<file path="src/rtl/mu_pkg.sv">
// Shared definitions for the pipelined RV32M/RV64M multiply unit:
// operation encodings, legal pipeline depth and operand-extension helpers.
package mu_pkg;

  typedef enum logic [1:0] {
    MU_MUL    = 2'b00,
    MU_MULH   = 2'b01,
    MU_MULHSU = 2'b10,
    MU_MULHU  = 2'b11
  } mulctl_t;

  localparam int MU_CTL_W      = 2;
  localparam int MU_STAGES_MIN = 1;
  localparam int MU_STAGES_MAX = 8;

  // Returns {a_is_signed, b_is_signed} for an operation code.
  function automatic logic [1:0] mu_ext_signs(input logic [1:0] ctl);
    logic [1:0] s;
    s = 2'b00;
    case (ctl)
      MU_MULH:   s = 2'b11;
      MU_MULHSU: s = 2'b10;
      default:   s = 2'b00;
    endcase
    return s;
  endfunction

  // Fill bit used when widening an operand: its MSB if signed, else zero.
  function automatic logic mu_fill(input logic msb, input logic is_signed);
    return msb & is_signed;
  endfunction

endpackage

</file>
<file path="src/rtl/mu_pipe_stage.sv">
// One register slice of the multiply pipe: carries {valid, mulctl, tag,
// product}. Holds when en=0; valid is cleared synchronously by clr.
module mu_pipe_stage
  import mu_pkg::*;
#(
  parameter int XLEN = 32,
  parameter int TAGW = 5
) (
  input  logic                         clk,
  input  logic                         rst,
  input  logic                         en,
  input  logic                         clr,
  input  logic                         d_vld,
  input  logic [MU_CTL_W-1:0]          d_ctl,
  input  logic [TAGW-1:0]              d_tag,
  input  logic signed [2*XLEN-1:0]     d_prod,
  output logic                         q_vld,
  output logic [MU_CTL_W-1:0]          q_ctl,
  output logic [TAGW-1:0]              q_tag,
  output logic signed [2*XLEN-1:0]     q_prod
);

  // Valid bit: clear wins over advance so a flush empties every slot.
  always_ff @(posedge clk or posedge rst) begin
    if (rst) begin
      q_vld <= 1'b0;
    end else if (clr) begin
      q_vld <= 1'b0;
    end else if (en) begin
      q_vld <= d_vld;
    end
  end

  // Payload: reset to zero so the unit's outputs read zero out of reset.
  always_ff @(posedge clk or posedge rst) begin
    if (rst) begin
      q_ctl  <= '0;
      q_tag  <= '0;
      q_prod <= '0;
    end else if (en) begin
      q_ctl  <= d_ctl;
      q_tag  <= d_tag;
      q_prod <= d_prod;
    end
  end

endmodule

</file>
<file path="src/rtl/mu_pipe.sv">
// Pipelined RISC-V M-extension multiply unit (MUL/MULH/MULHSU/MULHU).
// The whole pipe advances together whenever the output slot is free or
// being consumed; bubbles travel with the ops and are not squeezed out.
module mu_pipe
  import mu_pkg::*;
#(
  parameter int XLEN   = 32,
  parameter int STAGES = 3,
  parameter int TAGW   = 5
) (
  input  logic                clk,
  input  logic                rst,
  input  logic                flush,
  input  logic                in_valid,
  output logic                in_ready,
  input  logic [XLEN-1:0]     a,
  input  logic [XLEN-1:0]     b,
  input  logic [1:0]          mulctl,
  input  logic [TAGW-1:0]     tag_in,
  output logic                out_valid,
  input  logic                out_ready,
  output logic [XLEN-1:0]     mulres,
  output logic [TAGW-1:0]     tag_out
);

  localparam int PW = 2 * XLEN;

  if (STAGES < MU_STAGES_MIN || STAGES > MU_STAGES_MAX) begin : g_bad_depth
    $error("mu_pipe: STAGES out of range");
  end

  logic                advance;
  logic                accept;
  logic [1:0]          sg;
  logic                fill_a;
  logic                fill_b;
  logic signed [PW-1:0] ext_a;
  logic signed [PW-1:0] ext_b;
  logic signed [PW-1:0] prod;

  // Index 0 is the incoming op; index i+1 is the output of slice i.
  logic                vld  [0:STAGES];
  logic [MU_CTL_W-1:0] ctl  [0:STAGES];
  logic [TAGW-1:0]     tag  [0:STAGES];
  logic signed [PW-1:0] prd [0:STAGES];

  assign out_valid = vld[STAGES];
  assign advance   = !out_valid || out_ready;
  assign in_ready  = advance && !flush;
  assign accept    = in_valid && in_ready;

  // Widen both operands to 2*XLEN and multiply. Only the low 2*XLEN bits of
  // the (XLEN+1)x(XLEN+1) signed product are ever selected, and those bits
  // are identical whether the operands are extended to XLEN+1 or 2*XLEN.
  always_comb begin
    sg     = mu_ext_signs(mulctl);
    fill_a = mu_fill(a[XLEN-1], sg[1]);
    fill_b = mu_fill(b[XLEN-1], sg[0]);
    ext_a  = {{XLEN{fill_a}}, a};
    ext_b  = {{XLEN{fill_b}}, b};
    prod   = ext_a * ext_b;
  end

  assign vld[0] = accept;
  assign ctl[0] = mulctl;
  assign tag[0] = tag_in;
  assign prd[0] = prod;

  for (genvar i = 0; i < STAGES; i++) begin : g_stage
    // --- pipeline stage i boundary ---
    mu_pipe_stage #(
      .XLEN (XLEN),
      .TAGW (TAGW)
    ) u_stage (
      .clk    (clk),
      .rst    (rst),
      .en     (advance),
      .clr    (flush),
      .d_vld  (vld[i]),
      .d_ctl  (ctl[i]),
      .d_tag  (tag[i]),
      .d_prod (prd[i]),
      .q_vld  (vld[i+1]),
      .q_ctl  (ctl[i+1]),
      .q_tag  (tag[i+1]),
      .q_prod (prd[i+1])
    );
  end

  // MUL takes the low half of the product; every high variant the upper half.
  assign mulres  = (ctl[STAGES] == MU_MUL) ? prd[STAGES][XLEN-1:0]
                                           : prd[STAGES][PW-1:XLEN];
  assign tag_out = tag[STAGES];

endmodule

</file>
<file path="config.mk">
export PLATFORM = sky130hd
export DESIGN_NAME = mu_pipe
export DESIGN_NICKNAME = d
export VERILOG_FILES = /design/src/rtl/mu_pkg.sv /design/src/rtl/mu_pipe_stage.sv /design/src/rtl/mu_pipe.sv
export SDC_FILE = /design/constraint.sdc
export NUM_CORES = 2
export LEC_CHECK = 0
export CAP_MARGIN = 25
export CORE_MARGIN = 1
export CORE_UTILIZATION = 50
export CTS_CLUSTER_DIAMETER = 100
export DETAILED_ROUTE_END_ITERATION = 6
export GPL_TIMING_DRIVEN = 0
export PLACE_DENSITY = 0.67
export SLEW_MARGIN = 20
export SYNTH_ARGS = -nofsm -noshare
export SYNTH_HDL_FRONTEND = slang
export SYNTH_HIERARCHICAL = 1
export SYNTH_SLANG_ARGS = --single-unit
</file>
<file path="constraint.sdc">
create_clock -name clk -period 2.5 [get_ports clk]
set_input_delay 0.375 -clock clk [delete_from_list [all_inputs] [get_ports clk]]
set_output_delay 0.375 -clock clk [all_outputs]
set_load 0.005 [all_outputs]
</file>
==> impl_results.md <==
- Core Box Area: 0.0937 mm2
- Critical path class: in2reg
- Reg clk slew, reported paths: 60 ps
- Placer congestion estimate: 1.03
- Total grt overflow: 0
- Largest net degree at the start of global routing: 54
- F_max: 127 MHz
- Sink Count: 216
- Worst setup margin: -5360 ps
- First-pass GRT wire length: 235000 um
- FF+latch count, synth: 216
- Failing checks: negative setup slack
- Hold WS: 128 ps
- IO Port Bufs: 110
- Synth Cell Area: 0.0475 mm2
- Global Route Usage Sum: 33.7%
- Final setup vio count: 61
- Status: finished, violations left
- TritonCTS clock tree: built
- Io pins: 115
- Initial DRC Count: 2776
- Period utilization: 314%
- Min-delay src: mulctl[0]
- Register area share after synthesis: 11.4%
- Register-to-Register Path Depth: 4
- Placed inst area: 0.0517 mm2
- Syn. warnings: 6
- Required time worst endpoint: 2880 ps
- Final Slew Violations: 0
- Die area: 0.0962 mm2
- Detailed Place HPWL: 129000 um
- Post-synth EDFFs: 0
- Worst R2R Start: g_stage[2].u_stage/q_vld
- Vias/cell: 5.41
- Num CTS Buffers: 22
- Fill cell count: 7452
- Area growth from synthesis to layout: 22.5%
- Asr flop ratio synth: 100%
- Share of layout cells above drive strength 1: 24.5%
- DR DRC count: 0
- H-tree Lvls: 1
- Post-Syn Instances: 4765
- Slowest-stage cell, CP: fa_2
- CTS max path bufs: 3
- Die W: 310 um
- Crit end category: flip-flop
- Worst hold stages: 2
- Routed WL per cell: 24.6 um
- Top FF cell, synth: dfrtp_1
- Tmin final: 7860 ps
- R2R Path End: g_stage[0].u_stage/q_prod[4]
- Reg2Reg Setup Slack: 930 ps
- Placed instance count: 6132
- Initial antenna violation count: 6
- Die H: 310 um
- Final Util: 62.1%
- Post-synth cell types: 66
- Clk_skew: 6.70 ps
- Row Count: 112
- Via Count: 34600
- WHS Endpoint: g_stage[0].u_stage/q_ctl[0]
- Root Driver: clkbuf_16
- Worst slew pin tran: 762 ps
- Fin. Hold Viols: 0
- RSZ-0062 raised after global routing: yes
- Number of global-route vias before repair: 36900
- Crit-path max FO: 7
- Max transition margin: 49.1%
- Routed WL: 157000 um
- Final net count: 6531
- Max Cap Viol: 0
- Clock Latency Late Sink: 500 ps
- CP peak stage delay: 630 ps
- CP arrival: 8240 ps
- Post-DRT Antenna Nets: 0
- Syn_area_per_cell: 9.97 um2
- Post-route cell area: 0.0582 mm2
- Most used cell along the critical path: fa_1
- Syn nets: 6179
- Cell Count, Final, Fillers Out: 6387
- Starting Density: 50.7%
- Startpoint types: input port
- Hold Path Class: in2reg
- Drt first pass iters: 6
[synth_stat cells (3+ instances only)]
cell | instances | area [um2]
inv_1 | 1195 | 4490
fa_1 | 1125 | 22500
nand2_1 | 828 | 3110
and2_1 | 277 | 1730
clkbuf_1 | 223 | 837
dfrtp_1 | 216 | 5410
ha_1 | 213 | 2670
mux2_4 | 207 | 3110
nor2_1 | 72 | 270
xnor2_1 | 58 | 508
a21oi_1 | 54 | 270
mux2_2 | 39 | 439
a21o_1 | 33 | 248
o21ai_0 | 32 | 160
buf_12 | 21 | 420
xor2_1 | 13 | 114
nand4_1 | 11 | 68.8
a31oi_1 | 10 | 62.6
o21a_1 | 10 | 75.1
nor2b_1 | 9 | 56.3
or2_2 | 9 | 56.3
and3_1 | 8 | 50.1
nand3_1 | 8 | 40.0
nor3_1 | 8 | 40.0
a211oi_1 | 7 | 52.6
o211ai_1 | 6 | 45.0
o21bai_1 | 6 | 45.0
nand2b_1 | 5 | 31.3
buf_2 | 3 | 15.0
buf_6 | 3 | 33.8
mux2i_1 | 3 | 30.0
nor4_1 | 3 | 18.8
o2111ai_1 | 3 | 26.3
o21ai_1 | 3 | 15.0
[area by class of cell]
type	count	area (um2)	area share, %
inverters	1195	4530	7.78
multi-input cells	3104	38600	66.3
plain buffers	238	3800	6.54
well taps	1254	1570	2.70
repair buffers	340	3490	6.00
flip-flops and latches	216	5410	9.29
clock inverters	5	78.8	0.135
diodes	2	5.00	0.00860
clock buffers	33	703	1.21
[layout by cell type, fill, tap and decap left out, types with 10 or more instances in the layout]
cell and instances:
clkbuf_4 22, clkbuf_8 63, buf_6 63, o21ai_1 12, dlygate4sd2_1 11, nor2_1 55, ha_4 62, mux2_2 34
a21oi_2 19, a21o_1 32, inv_2 72, nand4_1 11, xnor2_2 10, dlymetal6s2s_1 19, mux2_4 212, buf_8 26
ha_1 145, o21ai_2 16, clkbuf_1 11, nand2_2 27, clkbuf_2 24, buf_12 54, buf_4 188, and2_1 237
clkdlybuf4s50_1 19, nor2_2 11, fa_2 73, a21oi_1 18, and2_4 40, xnor2_1 45, clkbuf_16 99, nand2_1 793
inv_1 1113, dfrtp_1 216, a21oi_4 20, fa_1 1052
[kinds of logic after synthesis]
group                    after synthesis  share of synthesized area [%]
multiplexers                         249                           7.53
buffers and inverters               1445                           12.2
XOR/XNOR                              71                           1.31
AND/OR/NAND/NOR                     1250                           11.7
flip-flops                           216                           11.4
adder cells (fa/ha/maj)             1338                           53.0
AO/OA/AOI/OAI                        196                           2.82
[worst max-delay path, delay by kind of cell]
family | cells | cell delay, ps
buffers and inverters | 10 | 830
adder cells (fa/ha/maj) | 10 | 4720
multiplexers | 1 | 280
AO/OA/AOI/OAI | 7 | 1190
AND/OR/NAND/NOR | 4 | 830
[timing repair]
| action | CTS | global route |
|---|---|---|
| setup buffers | 128 | 103 |
| gates cloned | 2 | 2 |
| endpoints found under the setup margin | 93 | 80 |
| resized for setup | 994 | 320 |
| hold buffers | 0 | 0 |
| pin swaps | 173 | 225 |
[routing by layer]
layer	share of wire, %	track usage (%)
met1	38	45.0
met3	11	7.42
met5	0.024	0
met4	7.0	18.2
met2	44	51.3
[sequential cells by signal, indices dropped and copies added (netlist names)]
signal and flops:
g_stage.u_stage/q_ctl 6, g_stage.u_stage/q_prod 192, g_stage.u_stage/q_tag 15, g_stage.u_stage/q_vld 3
[through the flow]
step,worst slack (ps),setup TNS [ps]
after floorplan,-5310,-231470
after global placement,-7100,-588120
after detailed placement,-7150,-350910
after CTS,-5430,-240350
after global routing,-5550,-249100
final,-5360,-241070
[how the worst max path moves through the flow]
stage              start                            end
2_1_floorplan  mulctl[1]  g_stage[0].u_stage/q_prod[62]
3_3_place_gp       b[20]  g_stage[0].u_stage/q_prod[62]
3_5_place_dp       b[20]  g_stage[0].u_stage/q_prod[62]
4_1_cts        mulctl[1]  g_stage[0].u_stage/q_prod[62]
5_1_grt        mulctl[1]  g_stage[0].u_stage/q_prod[62]
6_report       mulctl[1]  g_stage[0].u_stage/q_prod[62]
Power is left out: the tool's default activity adds up to more than one toggle a clock period on the data nets, which glitch-free logic cannot reach.
